### config.mk
export PLATFORM = sky130hd
export DESIGN_NAME = mastermind_score
export DESIGN_NICKNAME = d
export VERILOG_FILES = /design/src/rtl/mastermind_score.sv
export SDC_FILE = /design/constraint.sdc
export NUM_CORES = 1
export LEC_CHECK = 0
export ABC_CLOCK_PERIOD_IN_PS = 3700
export CELL_PAD_IN_SITES_DETAIL_PLACEMENT = 0
export CELL_PAD_IN_SITES_GLOBAL_PLACEMENT = 1
export CORE_UTILIZATION = 41
export CTS_CLUSTER_DIAMETER = 120
export CTS_CLUSTER_SIZE = 25
export DETAILED_ROUTE_END_ITERATION = 10
export HOLD_SLACK_MARGIN = 0.05
export PLACE_DENSITY = 0.8
export SLEW_MARGIN = 40
export SYNTH_ARGS = -nofsm -noshare
export SYNTH_HDL_FRONTEND = slang
export SYNTH_SLANG_ARGS = --single-unit
### constraint.sdc
create_clock -name clk -period 3.7 [get_ports clk]
set_clock_uncertainty 0.2 [all_clocks]
set_input_delay 0.925 -clock clk [delete_from_list [all_inputs] [get_ports clk]]
set_output_delay 0.925 -clock clk [all_outputs]
set_load 0.005 [all_outputs]
### src/rtl/mastermind_score.sv
// mastermind_score: sequential Mastermind scorer.
// Captures a guess/secret pair on start, counts exact matches one position per
// cycle, then counts colour-only matches one (guess, secret) pair per cycle
// using match masks so every peg is counted at most once.
// Optional feature macro: SCORE_WIN_EN adds the registered 'win' output.
module mastermind_score #(
    parameter int NUM_PEGS = 5,
    parameter int COLOR_W  = 3
) (
    input  logic                        clk,
    input  logic                        reset,
    input  logic                        start,
    input  logic [NUM_PEGS*COLOR_W-1:0] guess,
    input  logic [NUM_PEGS*COLOR_W-1:0] secret,
    output logic                        busy,
    output logic                        done,
    output logic [2:0]                  c_place,
`ifdef SCORE_WIN_EN
    output logic [2:0]                  c_color,
    output logic                        win
`else
    output logic [2:0]                  c_color
`endif
);

    localparam int         PW   = NUM_PEGS * COLOR_W;
    localparam logic [2:0] LAST = 3'(NUM_PEGS - 1);
    localparam logic [2:0] FULL = 3'(NUM_PEGS);

    typedef enum logic [1:0] {
        IDLE  = 2'd0,
        EXACT = 2'd1,
        COLOR = 2'd2,
        DONE  = 2'd3
    } state_t;

    state_t                state_q, state_d;
    logic [PW-1:0]         guess_q, guess_d;
    logic [PW-1:0]         secret_q, secret_d;
    logic [NUM_PEGS-1:0]   gmask_q, gmask_d;
    logic [NUM_PEGS-1:0]   smask_q, smask_d;
    logic [2:0]            g_q, g_d;
    logic [2:0]            s_q, s_d;
    logic [2:0]            place_q, place_d;
    logic [2:0]            color_q, color_d;
    logic [2:0]            c_place_q, c_place_d;
    logic [2:0]            c_color_q, c_color_d;
    logic                  done_q, done_d;
`ifdef SCORE_WIN_EN
    logic                  win_q, win_d;
`endif

    // Extract peg 'idx' from a packed code vector.
    function automatic logic [COLOR_W-1:0] peg(input logic [PW-1:0] v, input logic [2:0] idx);
        return v[int'(idx) * COLOR_W +: COLOR_W];
    endfunction

    // Next-state, datapath and result-register update logic.
    always_comb begin
        state_d   = state_q;
        guess_d   = guess_q;
        secret_d  = secret_q;
        gmask_d   = gmask_q;
        smask_d   = smask_q;
        g_d       = g_q;
        s_d       = s_q;
        place_d   = place_q;
        color_d   = color_q;
        c_place_d = c_place_q;
        c_color_d = c_color_q;
        done_d    = 1'b0;
`ifdef SCORE_WIN_EN
        win_d     = win_q;
`endif
        case (state_q)
            IDLE: begin
                if (start) begin
                    guess_d  = guess;
                    secret_d = secret;
                    gmask_d  = '0;
                    smask_d  = '0;
                    g_d      = 3'd0;
                    s_d      = 3'd0;
                    place_d  = 3'd0;
                    color_d  = 3'd0;
                    state_d  = EXACT;
                end else begin
                    state_d  = IDLE;
                end
            end
            EXACT: begin
                if (peg(guess_q, g_q) == peg(secret_q, g_q)) begin
                    place_d      = place_q + 3'd1;
                    gmask_d[g_q] = 1'b1;
                    smask_d[g_q] = 1'b1;
                end else begin
                    place_d      = place_q;
                end
                if (g_q == LAST) begin
                    g_d     = 3'd0;
                    state_d = COLOR;
                end else begin
                    g_d     = g_q + 3'd1;
                end
            end
            COLOR: begin
                // Only unmatched pegs on both sides may pair up.
                if (!gmask_q[g_q] && !smask_q[s_q] && (peg(guess_q, g_q) == peg(secret_q, s_q))) begin
                    color_d      = color_q + 3'd1;
                    gmask_d[g_q] = 1'b1;
                    smask_d[s_q] = 1'b1;
                end else begin
                    color_d      = color_q;
                end
                if (s_q == LAST) begin
                    s_d = 3'd0;
                    if (g_q == LAST) begin
                        g_d     = 3'd0;
                        state_d = DONE;
                    end else begin
                        g_d     = g_q + 3'd1;
                    end
                end else begin
                    s_d = s_q + 3'd1;
                end
            end
            DONE: begin
                c_place_d = place_q;
                c_color_d = color_q;
                done_d    = 1'b1;
`ifdef SCORE_WIN_EN
                win_d     = (place_q == FULL);
`endif
                state_d   = IDLE;
            end
            default: begin
                state_d = IDLE;
            end
        endcase
    end

    // State and datapath registers with synchronous reset.
    always_ff @(posedge clk) begin
        if (reset) begin
            state_q   <= IDLE;
            guess_q   <= '0;
            secret_q  <= '0;
            gmask_q   <= '0;
            smask_q   <= '0;
            g_q       <= 3'd0;
            s_q       <= 3'd0;
            place_q   <= 3'd0;
            color_q   <= 3'd0;
            c_place_q <= 3'd0;
            c_color_q <= 3'd0;
            done_q    <= 1'b0;
`ifdef SCORE_WIN_EN
            win_q     <= 1'b0;
`endif
        end else begin
            state_q   <= state_d;
            guess_q   <= guess_d;
            secret_q  <= secret_d;
            gmask_q   <= gmask_d;
            smask_q   <= smask_d;
            g_q       <= g_d;
            s_q       <= s_d;
            place_q   <= place_d;
            color_q   <= color_d;
            c_place_q <= c_place_d;
            c_color_q <= c_color_d;
            done_q    <= done_d;
`ifdef SCORE_WIN_EN
            win_q     <= win_d;
`endif
        end
    end

    assign busy    = (state_q != IDLE);
    assign done    = done_q;
    assign c_place = c_place_q;
    assign c_color = c_color_q;
`ifdef SCORE_WIN_EN
    assign win     = win_q;
`endif

endmodule

==> flow_summary.yaml, run 1 <==
final_layout:
  n_antenna_cell: 0
  nets: 460
  syn_to_final_growth_pct: 21.95
  final_cell_mix: "nand2_1 (68), dfxtp_1 (61), a21oi_1 (50)"
  drive_gt1_share_pct: 7.838
  fillers: 696
  fin_cells: 520
  layout_commonest_cell: "nand2_1"
critical_path:
  cp-end-kind: "flop"
  required_ns: 3.73
  max_stage_delay_ns: 0.56
  path_buf_inv: 1
  path_class: "flop to flop"
  critPathLaunch: "g_q[1]"
  critPathArrivalTime_ns: 3.10
  r2r_start: "g_q[1]"
  crit_path_top_delay_cell: "o41ai_1"
  cp-start-kind: "flop"
  worstPathCellList: "buf_4 > mux2i_1 > nor2_1 > a221oi_1 > xor2_1 > o41ai_1 > a41oi_2 > nor2b_1"
  crit_fanout: 11
  critical_path.top_delay_family: "compound AO/OA/AOI/OAI gates"
power:
  p_per_area_nw_per_um2: 624.0
  p_int_mw: 1.503
  p_sw_share_pct: 37.02
  vdd_drop_max_uv: 244.8
  p_leak_nw: 1.331
  combPwrFrac_pct: 37.6
  net-switching-power_mw: 0.8832
  clock_power_share_pct: 28.1
  seqPwrFrac_pct: 34.3
synthesis:
  syn-num-nets: 428
  synthFlopType: "dfxtp_1"
  synthMuxAreaShare_pct: 9.697
  async_reset_ff_share_pct: 0
  seq_area_frac_synth_pct: 38.95
  yosys_warnings: 0
  synthXorXnorAreaFrac_pct: 1.676
  synth_top_family_by_area: "simple AND/OR/NAND/NOR gates"
  yosysUniqueCellTypes: 46
  synth_area_um2: 3136
  synth_compound_area_share_pct: 18.99
  syn_avg_cell_area_um2: 8.165
  synthAdderAreaFrac_pct: 4.389
  synth_simple_gate_area_share_pct: 20.47
  synthCells: 384
  synth_edf_count: 0
  ys_ff_latch: 61
flow_run:
  max-cap-violations: 0
grt:
  antenna_found_initial: 0
  first_global_vias: 2584
  grt_overflow_total: 0
  grt_max_degree: 37
  grt_pass1_wl_um: 12170
  track_usage_pct: 20.10
drt:
  first_iter_violations: 118
  avgRoutedWirePerCell_um: 14.05
  vias_per_cell: 5.285
  drt_wl_total_um: 7306
  antenna_left: 0
  vias: 2748
  post-route-drc-count: 0
  dr.pass1.iters: 4
clocking:
  cts_root_buf: "clkbuf_8"
  h-tree-depth: 3
  postCtsSetupRepairBufs: 0
  cts_tree: "built"
  cts_resized: 0
  postCtsHoldBufs: 0
  clk_latency_ns: 0.34
  cts_inserted_buffers: 9
  clk_path_buf_depth: 2
  cts_sinks: 61
  clk_pin_slew_ns: 0.07
placed_design:
  dp.cells: 504
  gp_congestion: 0.9404
  place_hpwl_um: 5223
  io_buffer_count: 40
sta:
  fin_tns_setup_ns: 0
  hold_viol_final: 0
  finalCritPeriodShare_pct: 82.91
  relSlewSlack_pct: 51.42
  max_freq_mhz: 326.0
  drv_slew: 0
  min_period_ns: 3.068
  worst-slew-pin-transition_ns: 0.7244
  timing.hold.ws_ns: 0.2550
  finalSetupViolations: 0
  rsz0062_at_grt: "no"
floorplanning:
  num_io_pins: 41
  die_w_um: 89.45
  core_um2: 7331
  die_area_um2: 8001
  rows: 31
  start_util_pct: 42.77
  die_h_um: 89.45
status:
  outcome: "completed"
min_path:
  holdCritPathClass: "flop to flop"
  worstHoldStart: "guess_q[3]"
-- cell usage after synthesis (all sizes together) (6+ instances only) --
cell,number,area share [%]
inv,12,1.4
o21a,9,2.2
dfxtp,61,39
xor2,6,1.7
nand2,68,8.1
nor2,26,3.1
nand2b,7,1.4
o21ai,10,1.6
buf,12,2.4
nor4,10,2.0
mux2i,27,8.6
nor3,7,1.1
clkbuf,17,2.0
ha,11,4.4
a21oi,50,8.0
-- power by group through the flow --
stage / clock (mW) / combinational, mW / sequential (mW)
2_1_floorplan: 0 / 0.667 / 0.804
3_3_place_gp: 0 / 0.878 / 0.828
3_5_place_dp: 0 / 0.893 / 0.830
4_1_cts: 0.688 / 0.897 / 0.816
5_1_grt: 0.719 / 1.01 / 0.826
6_report: 0.672 / 0.897 / 0.817
-- worst reg2reg max path, cell delays in order (launching register included) --
cell      delay, ns
dfxtp_1        0.51
buf_4          0.28
mux2i_1        0.22
nor2_1         0.06
a221oi_1       0.37
xor2_1         0.19
o41ai_1        0.56
a41oi_2        0.35
nor2b_1        0.23
-- cell families after synthesis --
kind of cell,Yosys count
compound gates,96
xor+xnor,6
fa+ha+maj,11
buf+inv,41
flops,61
mux,30
simple gates,139
-- final cells by class --
cell class              count  area [um2]  share of cell area (%)
clock buffers              13       158.9                   4.156
clock inverters             3       67.56                   1.767
inverters                  12       45.04                   1.178
multi-input cells         282        1737                   45.42
flip-flops and latches     61        1221                   31.94
well taps                  99       123.9                   3.240
repair buffers             50       470.5                   12.30
-- through the flow --
step | util, % | setup slack (ns) | power (mW) | cell area [um2]
final | 52.16 | 0.6324 | 2.386 | 3824
after global routing | 52.16 | 0.3609 | 2.552 | 3824
after CTS | 52.16 | 0.6128 | 2.402 | 3824
after detailed placement | 49.07 | 0.6078 | 1.723 | 3597
after global placement | 49.00 | 0.5741 | 1.706 | 3592
after floorplan | - | 0.9475 | 1.471 | 3136
-- worst paths after layout --
| kind | slack [ns] | end | cells after the start |
|---|---|---|---|
| hold reg to reg | 0.26 | guess_q[3] | 2 |
| hold / removal | 0.26 | guess_q[3] | 2 |
| setup / recovery | 0.63 | smask_q[2] | 8 |
| setup reg to reg | 0.63 | smask_q[2] | 8 |
-- per-layer routing --
layer	up-vias	GRT usage (%)	part of all wire [%]
met3	8	3.878	4.8
met5	-	0	0
li1	1417	-	-
met1	1256	25.95	47
met4	0	8.947	1.3
met2	67	32.62	47
-- state kept, by name, summed over array words and instances, names as in the netlist --
signal	count
secret_q	15
smask_q	5
place_q	3
guess_q	15
g_q	3
s_q	3
color_q	3
state_q	2
done	1
c_color	3
gmask_q	5
c_place	3
Power figures use the tool's default switching activity.
==> run 2: changes to the inputs <==
Settings changed: ABC_CLOCK_PERIOD_IN_PS 3700 to 3200.
Clock period 3.7 ns to 3.2 ns, I/O delays scaled along.
==> flow_summary.yaml, run 2 (synthesized netlist as in run 1, its figures left out) <==
status:
  outcome: "completed"
power:
  p_per_area_nw_per_um2: 720.9
  p_leak_nw: 1.381
  vdd_drop_max_uv: 279.4
  power.total_mw: 2.807
clocking:
  clk_path_buf_depth: 2
  cts_sinks: 61
  cts_inserted_buffers: 9
  postCtsHoldBufs: 0
  clk_latency_ns: 0.33
  clk_pin_slew_ns: 0.07
  cts_tree: "built"
  postCtsSetupRepairBufs: 0
  h-tree-depth: 3
  cts_root_buf: "clkbuf_8"
floorplanning:
  num_io_pins: 41
  rows: 31
  start_util_pct: 42.77
  die_w_um: 89.45
  die_area_um2: 8001
  core_um2: 7331
  die_h_um: 89.45
critical_path:
  critPathLaunch: "s_q[1]"
  path_buf_inv: 0
  reg2regPathDepth: 6
  r2r_start: "s_q[1]"
  r2r_setup_slack_ns: 0.17
  critPathArrivalTime_ns: 3.08
  max_stage_delay_ns: 0.66
  cp-start-kind: "flop"
  cp.depth: 6
  path_class: "flop to flop"
  critical_path.top_delay_family: "simple AND/OR/NAND/NOR gates"
  worstPathCellList: "nor3b_1 > a21oi_1 > xor2_1 > o41a_1 > or4_1 > a221oi_2"
  crit_end: "color_q[2]"
  r2r-end: "color_q[2]"
  crit_path_top_delay_cell: "nor3b_1"
  crit_fanout: 9
  required_ns: 3.25
  cp-end-kind: "flop"
sta:
  drv_slew: 0
  worst-slew-pin-transition_ns: 0.7236
  finalCritPeriodShare_pct: 94.82
  min_period_ns: 3.034
  relSlewSlack_pct: 51.65
  hold_viol_final: 0
  fin_tns_setup_ns: 0
  max_freq_mhz: 329.6
  rsz0062_at_grt: "no"
  timing.hold.ws_ns: 0.2541
  finalSetupViolations: 0
drt:
  avgRoutedWirePerCell_um: 14.43
  vias: 2801
  vias_per_cell: 5.305
  antenna_left: 0
  first_iter_violations: 94
  dr.pass1.iters: 4
  drt_wl_total_um: 7619
  post-route-drc-count: 0
grt:
  grt_overflow_total: 0
  antenna_found_initial: 0
  first_global_vias: 2707
  track_usage_pct: 21.09
  grt_max_degree: 32
  grt_pass1_wl_um: 12920
placed_design:
  place_area_um2: 3660
  gp_congestion: 0.7933
  io_buffer_count: 40
  place_hpwl_um: 5491
final_layout:
  layout_commonest_cell: "nand2_1"
  final_cell_mix: "nand2_1 (68), dfxtp_1 (60), a21oi_1 (50)"
  nets: 469
  syn_to_final_growth_pct: 24.18
  drive_gt1_share_pct: 10.02
  n_antenna_cell: 0
  reg.largest.list: "guess_q: 15 flops, secret_q: 15 flops"
  design_area_um2: 3894
min_path:
  holdCritPathClass: "flop to flop"
flow_run:
  max-cap-violations: 0
[run 2: changes by cell type in the layout (fill, tap and decap cells not counted), sizes merged]
cell    delta
buf        +9
clkbuf     -1
[run 2: cell type report]
cell class / instances / area (um2)
Tap cell: 99 / 123.9
Inverter: 12 / 45.04
Multi-Input combinational cell: 282 / 1732
Timing Repair Buffer: 59 / 538.0
Clock inverter: 3 / 67.56
Sequential cell: 61 / 1222
Clock buffer: 12 / 165.2
Fill cell: 726 / 3437
[run 2: power breakdown]
part           leakage [nW]  switching, mW  total (mW)  internal [mW]
clock network         0.115          0.295       0.794          0.498
registers             0.497         0.0864       0.948          0.861
logic                 0.768          0.654        1.07          0.412
[run 2: worst min path at each step]
| stage | slack, ns | end | cells after the start | start |
|---|---|---|---|---|
| after floorplan | 0.23 | guess_q[6] | 2 | guess_q[6] |
| after global placement | 0.25 | guess_q[0] | 2 | guess_q[0] |
| after detailed placement | 0.25 | guess_q[0] | 2 | guess_q[0] |
| after CTS | 0.26 | guess_q[3] | 2 | guess_q[3] |
| after global routing | 0.28 | guess_q[6] | 2 | guess_q[6] |
| final | 0.25 | guess_q[0] | 2 | guess_q[0] |
[run 2: per-stage QoR]
stage	worst slack [ns]	util [%]	instances
after floorplan	0.4475	-	384
after global placement	0.2010	49.92	513
after detailed placement	0.2455	49.92	513
after CTS	0.2172	53.10	528
after global routing	0.01140	53.11	528
final	0.1656	53.11	528
[run 2: timing repair]
action	in CTS	in global routing
hold endpoints to repair	0	0
gates resized for setup	0	1
setup endpoints to repair	0	2
[run 2: worst reg2reg max path: cells and delay by family, from the launching register on]
family                    cells  cell delay, ns
AOI/OAI and AO/OA             3            0.99
and+or+nand+nor               2            1.12
DFF                           1            0.44
xor gates and xnor gates      1            0.20
[run 2: layer usage]
layer	track usage (%)	wire length [um]
met5	0	0
met1	26.32	3559
met3	3.601	252
met2	36.64	3721
met4	7.359	85
